**src/rtl/div_pkg.sv**
```systemverilog
// Shared divider definitions: FSM encodings, handshake/mode constants and the
// EX-side opcode hooks so EX and div agree on the same encodings.
package div_pkg;

   localparam int unsigned DivWidth = 32;

   typedef enum logic [1:0] {
      DivFree   = 2'b00,
      DivByZero = 2'b01,
      DivOn     = 2'b10,
      DivEnd    = 2'b11
   } div_state_e;

   localparam logic DivStart          = 1'b1;
   localparam logic DivStop           = 1'b0;
   localparam logic DivResultReady    = 1'b1;
   localparam logic DivResultNotReady = 1'b0;
   localparam logic DivAnnul          = 1'b1;
   localparam logic DivNotAnnul       = 1'b0;
   localparam logic DivSigned         = 1'b1;
   localparam logic DivUnsigned       = 1'b0;

   // EX-stage hooks for issuing DIV/DIVU
   localparam logic [7:0] ExeDivOp   = 8'b0001_1010;
   localparam logic [7:0] ExeDivuOp  = 8'b0001_1011;
   localparam logic [5:0] FunctDiv   = 6'b01_1010;
   localparam logic [5:0] FunctDivu  = 6'b01_1011;

endpackage

```
**src/rtl/div_step.sv**
```systemverilog
// One restoring-division iteration: shift {rem, quo} left, trial-subtract the
// divisor, and keep the difference only when it is non-negative.
module div_step
   import div_pkg::*;
#(
   parameter int unsigned WIDTH = DivWidth
) (
   input  logic [WIDTH-1:0] i_rem,
   input  logic [WIDTH-1:0] i_quo,
   input  logic [WIDTH-1:0] i_divisor,
   output logic [WIDTH-1:0] o_rem_c,
   output logic [WIDTH-1:0] o_quo_c
);

   logic [WIDTH:0] w_shifted;
   logic [WIDTH:0] w_trial;

   // One extra bit: the shifted remainder can exceed 2^WIDTH for large divisors
   assign w_shifted = {i_rem, i_quo[WIDTH-1]};
   assign w_trial   = w_shifted - {1'b0, i_divisor};

   always_comb begin
      o_rem_c = w_shifted[WIDTH-1:0];
      o_quo_c = {i_quo[WIDTH-2:0], 1'b0};
      if (!w_trial[WIDTH]) begin
         o_rem_c    = w_trial[WIDTH-1:0];
         o_quo_c[0] = 1'b1;
      end
   end

endmodule

```
**src/rtl/div.sv**
```systemverilog
// Multi-cycle iterative divider for the EX stage: one quotient bit per cycle,
// returns {remainder, quotient} with ready_o releasing the pipeline stall.
module div
   import div_pkg::*;
#(
   parameter int unsigned WIDTH = DivWidth
) (
   input  logic                 clk,
   input  logic                 rst,
   input  logic                 signed_div_i,
   input  logic [WIDTH-1:0]     opdata1_i,
   input  logic [WIDTH-1:0]     opdata2_i,
   input  logic                 start_i,
   input  logic                 annul_i,
   output logic [2*WIDTH-1:0]   result_o,
   output logic                 ready_o
);

   localparam int unsigned CntW = $clog2(WIDTH + 1);

   div_state_e            r_state, w_state_nxt;
   logic [CntW-1:0]       r_cnt, w_cnt_nxt;
   logic [WIDTH-1:0]      r_rem, w_rem_nxt;
   logic [WIDTH-1:0]      r_quo, w_quo_nxt;
   logic [WIDTH-1:0]      r_divisor, w_divisor_nxt;
   logic                  r_neg_quo, w_neg_quo_nxt;
   logic                  r_neg_rem, w_neg_rem_nxt;
   logic [2*WIDTH-1:0]    w_result_nxt;
   logic                  w_ready_nxt;

   logic [WIDTH-1:0]      w_abs1, w_abs2;
   logic [WIDTH-1:0]      w_step_rem, w_step_quo;
   logic [WIDTH-1:0]      w_quo_fix, w_rem_fix;
   logic                  w_neg1, w_neg2;

   assign w_neg1    = signed_div_i && opdata1_i[WIDTH-1];
   assign w_neg2    = signed_div_i && opdata2_i[WIDTH-1];
   assign w_abs1    = w_neg1 ? WIDTH'(-opdata1_i) : opdata1_i;
   assign w_abs2    = w_neg2 ? WIDTH'(-opdata2_i) : opdata2_i;
   assign w_quo_fix = r_neg_quo ? WIDTH'(-r_quo) : r_quo;
   assign w_rem_fix = r_neg_rem ? WIDTH'(-r_rem) : r_rem;

   div_step #(
      .WIDTH     (WIDTH)
   ) u_step (
      .i_rem     (r_rem),
      .i_quo     (r_quo),
      .i_divisor (r_divisor),
      .o_rem_c   (w_step_rem),
      .o_quo_c   (w_step_quo)
   );

   // State and datapath registers
   always_ff @(posedge clk or negedge rst) begin
      if (!rst) begin
         r_state   <= DivFree;
         r_cnt     <= '0;
         r_rem     <= '0;
         r_quo     <= '0;
         r_divisor <= '0;
         r_neg_quo <= 1'b0;
         r_neg_rem <= 1'b0;
         result_o  <= '0;
         ready_o   <= DivResultNotReady;
      end else begin
         r_state   <= w_state_nxt;
         r_cnt     <= w_cnt_nxt;
         r_rem     <= w_rem_nxt;
         r_quo     <= w_quo_nxt;
         r_divisor <= w_divisor_nxt;
         r_neg_quo <= w_neg_quo_nxt;
         r_neg_rem <= w_neg_rem_nxt;
         result_o  <= w_result_nxt;
         ready_o   <= w_ready_nxt;
      end
   end

   // Next-state and next-output logic
   always_comb begin
      w_state_nxt   = r_state;
      w_cnt_nxt     = r_cnt;
      w_rem_nxt     = r_rem;
      w_quo_nxt     = r_quo;
      w_divisor_nxt = r_divisor;
      w_neg_quo_nxt = r_neg_quo;
      w_neg_rem_nxt = r_neg_rem;
      w_result_nxt  = result_o;
      w_ready_nxt   = ready_o;

      case (r_state)
         DivFree: begin
            w_result_nxt = '0;
            w_ready_nxt  = DivResultNotReady;
            if (start_i == DivStart && annul_i == DivNotAnnul) begin
               if (opdata2_i == '0) begin
                  w_state_nxt = DivByZero;
               end else begin
                  w_state_nxt   = DivOn;
                  w_cnt_nxt     = '0;
                  w_rem_nxt     = '0;
                  w_quo_nxt     = w_abs1;
                  w_divisor_nxt = w_abs2;
                  w_neg_quo_nxt = w_neg1 ^ w_neg2;
                  w_neg_rem_nxt = w_neg1;
               end
            end
         end
         DivByZero: begin
            w_state_nxt  = DivEnd;
            w_result_nxt = '0;
            w_ready_nxt  = DivResultReady;
         end
         DivOn: begin
            if (annul_i == DivAnnul) begin
               w_state_nxt  = DivFree;
               w_result_nxt = '0;
               w_ready_nxt  = DivResultNotReady;
            end else if (r_cnt != CntW'(WIDTH)) begin
               w_rem_nxt = w_step_rem;
               w_quo_nxt = w_step_quo;
               w_cnt_nxt = r_cnt + CntW'(1);
            end else begin
               w_state_nxt  = DivEnd;
               w_result_nxt = {w_rem_fix, w_quo_fix};
               w_ready_nxt  = DivResultReady;
            end
         end
         DivEnd: begin
            if (start_i == DivStop) begin
               w_state_nxt  = DivFree;
               w_result_nxt = '0;
               w_ready_nxt  = DivResultNotReady;
            end
         end
         default: begin
            w_state_nxt = DivFree;
         end
      endcase
   end

endmodule

```
**config.mk**
```make
export PLATFORM = sky130hd
export DESIGN_NAME = div
export DESIGN_NICKNAME = d
export VERILOG_FILES = /design/src/rtl/div_pkg.sv /design/src/rtl/div_step.sv /design/src/rtl/div.sv
export SDC_FILE = /design/constraint.sdc
export NUM_CORES = 1
export LEC_CHECK = 0
export BUFFER_PORTS_ARGS = -buffer_cell sky130_fd_sc_hd__buf_2
export CORE_MARGIN = 2
export CORE_UTILIZATION = 50
export DETAILED_ROUTE_END_ITERATION = 6
export PLACE_DENSITY = 0.77
export REMOVE_ABC_BUFFERS = 1
export SETUP_SLACK_MARGIN = 0.2
export SLEW_MARGIN = 20
export SYNTH_ARGS = -nofsm -noshare
export SYNTH_HDL_FRONTEND = slang
export SYNTH_SLANG_ARGS = --single-unit
```
**constraint.sdc**
```tcl
create_clock -name clk -period 3.05 [get_ports clk]
set_input_delay 0.915 -clock clk [delete_from_list [all_inputs] [get_ports clk]]
set_output_delay 0.915 -clock clk [all_outputs]
set_load 0.02 [all_outputs]
```
-- After elaboration in Yosys (flattened, before gate mapping)
Cells that the tools add are included.
W data, S select, Z words.
- $add $sub $neg: 6
- equality and inequality tests: 10
- multiplexer cells: 35
- bitwise operators: 3
- reductions and logical operators: 11
- operators by type and width (operator ; number):
    $mux W32 ; 13
    $mux W64 ; 3
    $pmux W64 S3 ; 1
    $neg A32 Y32 ; 4
    $pmux W32 S2 ; 2
    $sub A33 B32 Y33 ; 1
    $logic_not A32 Y1 ; 1
    $mux W6 ; 4
    $pmux W6 S2 ; 1
    $mux W2 ; 5
    $ne A2 B2 Y1 const B ; 5
    $pmux W2 S4 ; 1
    $add A6 B1 Y6 const B ; 1
    $ne A6 B6 Y1 const B ; 1
    $reduce_and A3 Y1 ; 2
    $reduce_and A5 Y1 ; 1
    $eq A2 B2 Y1 const B ; 2
    $mux W1 ; 4
    $pmux W1 S4 ; 1
    $logic_and A1 B1 Y1 ; 3
    $ne A3 B3 Y1 const B ; 1
    $eq A2 B1 Y1 const B ; 1
    $logic_not A2 Y1 ; 1
    $not A1 Y1 ; 2
    other kinds (4) ; 4
- bits in registers: 171
- bits of input ports: 69
- output and inout bits: 65
- logic and storage cells: 74

-- Depth between registers and ports, before layout
- word-level depth: 5
- mapped depth: 12
- depth with buffers taken out: 11

-- Modules after synthesis
A second synthesis with hierarchy kept.
- cell total of the unflattened synthesis: 1428
- area total of the unflattened synthesis: 12180.4 µm²
- modules (own cells, without submodules) (module ; times used ; cells each ; area an instance (µm²) ; seq. area each (µm²)):
    div ; 1 ; 1092 ; 9589.2 ; 4279.1
    div_step ; 1 ; 336 ; 2591.2 ; 0.0

-- Worst setup path before layout
Ideal clock, no wire load.
- path type: input to register
- start: input port opdata1_i[8]
- end: register r_quo[27]
- setup time: 0.125 ns
- arrival: 3.421 ns
- data required time: 2.925 ns
- slack: -0.496 ns
- stages: 8
- buffers on the path: 0
- cells stage by stage: or4_4 > or3_4 > or4b_4 > or4_4 > o31ai_4 > xor2_1 > o21ai_1 > mux2_2
- longest elaborated chain between the ends: 5
- RTL lines (item ; line ; RTL):
    start: declaration ; div.sv:11 ; input logic [WIDTH-1:0] opdata1_i,
    $neg A32 Y32 ; div.sv:38 ; assign w_abs1 = w_neg1 ? WIDTH'(-opdata1_i) : opdata1_i;
    $mux W32 ; div.sv:38 ;
    $mux W32 ; div.sv:95 ; if (opdata2_i == '0) begin
    $mux W32 ; div.sv:94 ; if (start_i == DivStart && annul_i == DivNotAnnul) begin
    $pmux W32 S2 ; div.sv:90 ; case (r_state)
    end signal: assignment ; div.sv:69 ; r_quo <= w_quo_nxt;
    end: declaration ; div.sv:24 ; logic [WIDTH-1:0] r_quo, w_quo_nxt;
No other way between the ends. The select of a mux whose other input is x is not followed.
A chain may end at the register's enable or synchronous reset.

-- Worst setup path in the final report
Same ends and word-level chain as after synthesis.

==> results.toml <==
[finish]
num-fill-cells = 1646
antennaDiodeCount = 0
area_growth_syn_to_layout_pct = 36.0
drive_gt1_share_pct = 31.7
seq_area_um2 = 4290
multi_input_area_um2 = 7740
nNetsFinal = 1749

[clock_tree]
root_buffer = "clkbuf_16"
clockBufferDepth = 2
clk_latency_ns = 0.45
cts.sinks = 171
cts_tree = "built"
path_clk_slew_ns = 0.07
cts.hold.buffers_added = 0
numCtsBuffers = 17
cts_max_level = 4

[logic_synthesis]
synth_edf_count = 0
avgSynthCellArea_um2 = 8.30
ys_seq_elements = 171
synth-compound-area-share_pct = 22.6
synth_warnings = 0
synth_async_sr_flop_share_pct = 100
synth_top_family_by_area = "compound AO/OA/AOI/OAI gates"
yosysTopAreaCell = "dfrtp_1"
ys_seq_area_share_pct = 37.3
synth.mux.area_fraction_pct = 0.806
synth_most_common_cell = "nand2_1"
synth_xor_area_share_pct = 11.4
syn_area_um2 = 11500
ys_types = 65
synth_commonest_cells = "nand2_1 (219), o21ai_0 (177), dfrtp_1 (171)"
synth-simple-area-share_pct = 18.8
synth_fa_ha_area_share_pct = 4.86
netlist_instances = 1383
synth_ff_type = "dfrtp_1"
synthTopCellsByArea = "dfrtp_1 (37%), xor2_1 (7.8%), o21ai_0 (7.7%), nand2_1 (7.2%), ha_1 (4.7%)"
synth_top_area_share_pct = 37.3

[timing]
setup-violations-final = 16
relSlewSlack_pct = 46.6
worst_slack_ns = -0.325
max_slew.worst_pin.slew_ns = 0.800
rsz0062_at_grt = "true"
hold_violations = 0
fin_skew_ns = 0.0102
fmax_ghz = 0.296
finalMaxSlewViolations = 0
worst_hold_slack_ns = 0.461
period_share_pct = 111
fin_crit_ns = 3.37

[drt]
dr_total_vias = 11775
viasPerCell = 6.09
wirelength_mm = 37.5
drt-pass1-iter-count = 7
wl_per_cell_um = 19.4
drt_iter0_drc = 1266
detail-route-antenna-nets = 0
drc_errors = 2

[worst_setup_path]
criticalPathCategory = "input pin to register"
cp-start-kind = "input pin"
worstPathMaxFanout = 2
end_kind = "register"
r2r_slack_ns = -0.07
arrival_ns = 3.70
crit_required_ns = 3.38

[power_and_ir_drop]
powerDensity_nw_per_um2 = 1110
p_leak_nw = 7.06
switchingPower_mw = 8.37
seq_power_share_pct = 22.8
power_mw = 17.4
p_comb_share_pct = 65.0
clkPwrFrac_pct = 12.1
p_sw_share_pct = 48.1
p_int_mw = 9.03
ir_drop_mv = 0.638

[status]
status = "finished, violations left"
violations = "DRC, setup timing"

[global_routing]
grt_pass1_vias = 10371
grt_usage_pct = 25.6
overflow = 0
grt_max_degree = 81
antenna_found_initial = 0
grt_pass1_wl_mm = 50.3

[job]
drv_cap = 0

[die]
pin_count = 134
initial_core_util_pct = 50.9
chipWidth_um = 156
core_um2 = 22600
dieArea_um2 = 24200
rows = 55
die_h_um = 156

[placed_design]
io_buffers = 133
dp_hpwl_mm = 22.6
place.gp.congestion = 0.903
pre_cts_slack_ns = -0.736

[hold_path]
hp-class = "input pin to async pin"
-- power groups by stage --
stage	logic, mW	clock network, mW	registers, mW
2_1_floorplan	4.92	0	4.10
3_3_place_gp	7.86	0	3.83
3_5_place_dp	8.04	0	3.88
4_1_cts	8.92	2.11	3.87
5_1_grt	12.0	2.24	4.05
6_report	11.3	2.11	3.97
-- metrics by stage --
stage	area, um^2	utilization, %	setup TNS (ns)	instances
after global routing	15600	69.2	-3.45	1934
after CTS	14300	63.4	-0.634	1899
after global placement	13300	59.0	-18.48	1853
after floorplan	11200	-	-207.75	1307
after detailed placement	13300	59.0	-26.11	1853
final	15600	69.2	-1.39	1934
-- critical path: stages --
cell     delay [ns]
buf_6          0.09
or4_4          0.54
or3_4          0.34
or4b_4         0.55
or4_4          0.45
o31ai_4        0.20
xor2_1         0.22
o21ai_1        0.10
mux2_4         0.30
-- layout make-up --
| type | instances | share of cell area (%) |
|---|---|---|
| timing repair buffer | 310 | 15.8 |
| multi-input combinational | 1082 | 49.6 |
| tap | 285 | 2.28 |
| clock buffer | 17 | 2.72 |
| inverter | 54 | 1.30 |
| sequential | 171 | 27.5 |
| clock inverter | 15 | 0.841 |
-- metal layers --
layer | up-vias | wire length (um) | GRT usage (%)
met5 | - | 0 | 0
met4 | 0 | 1650 | 9.22
met3 | 170 | 3070 | 3.75
met2 | 617 | 18200 | 42.9
met1 | 5549 | 14600 | 34.0
li1 | 5439 | - | -
-- logic make-up after synthesis --
kind of cell,after synthesis
muxes,9
and+or+nand+nor,456
adders and majority gates,44
DFF,171
AOI/OAI and AO/OA,423
buffers and inverters,130
xor gates and xnor gates,150
-- sequential cells by signal, summed over array words and instances, names as in the netlist --
signal     count
ready_o        1
r_neg_rem      1
r_quo         32
r_divisor     32
r_cnt          6
r_state        2
r_rem         32
r_neg_quo      1
result_o      64
-- placed cells by master, fill, tap and decap left out, types with 21 or more instances in the layout --
master / count
nor2_1: 69
buf_4: 128
a21oi_1: 82
buf_2: 129
inv_1: 50
o21ai_0: 139
o21ai_1: 31
buf_6: 27
or3_1: 21
nand3_1: 22
xor2_1: 101
dfrtp_1: 163
nand2_2: 21
o31ai_1: 38
nand2_1: 179
ha_1: 27
clkbuf_16: 24
xnor2_1: 47
-- repair_timing --
action,CTS,global route
pin swaps,18,52
cloned,2,10
endpoints found under the hold margin,0,0
setup endpoints to repair,69,79
gates resized for setup,69,228
setup buffers,12,25
-- path summary, 6_finish.rpt --
path                                         startpoint                       end  depth (start not counted)
worst max-delay path                       opdata1_i[8]     r_quo[27]$_DFFE_PN0P_                          9
worst min-delay path                                rst    r_state[0]$_DFFE_PN0P_                          1
worst max register to register     r_rem[6]$_DFFE_PN0P_  result_o[60]$_DFFE_PN0P_                          8
worst min register to register  result_o[8]$_DFFE_PN0P_   result_o[8]$_DFFE_PN0P_                          2
max in group asynchronous                           rst     r_quo[10]$_DFFE_PN0P_                          2
min in group clk                result_o[8]$_DFFE_PN0P_   result_o[8]$_DFFE_PN0P_                          2
No activity file was read; power rests on OpenSTA's default activity.
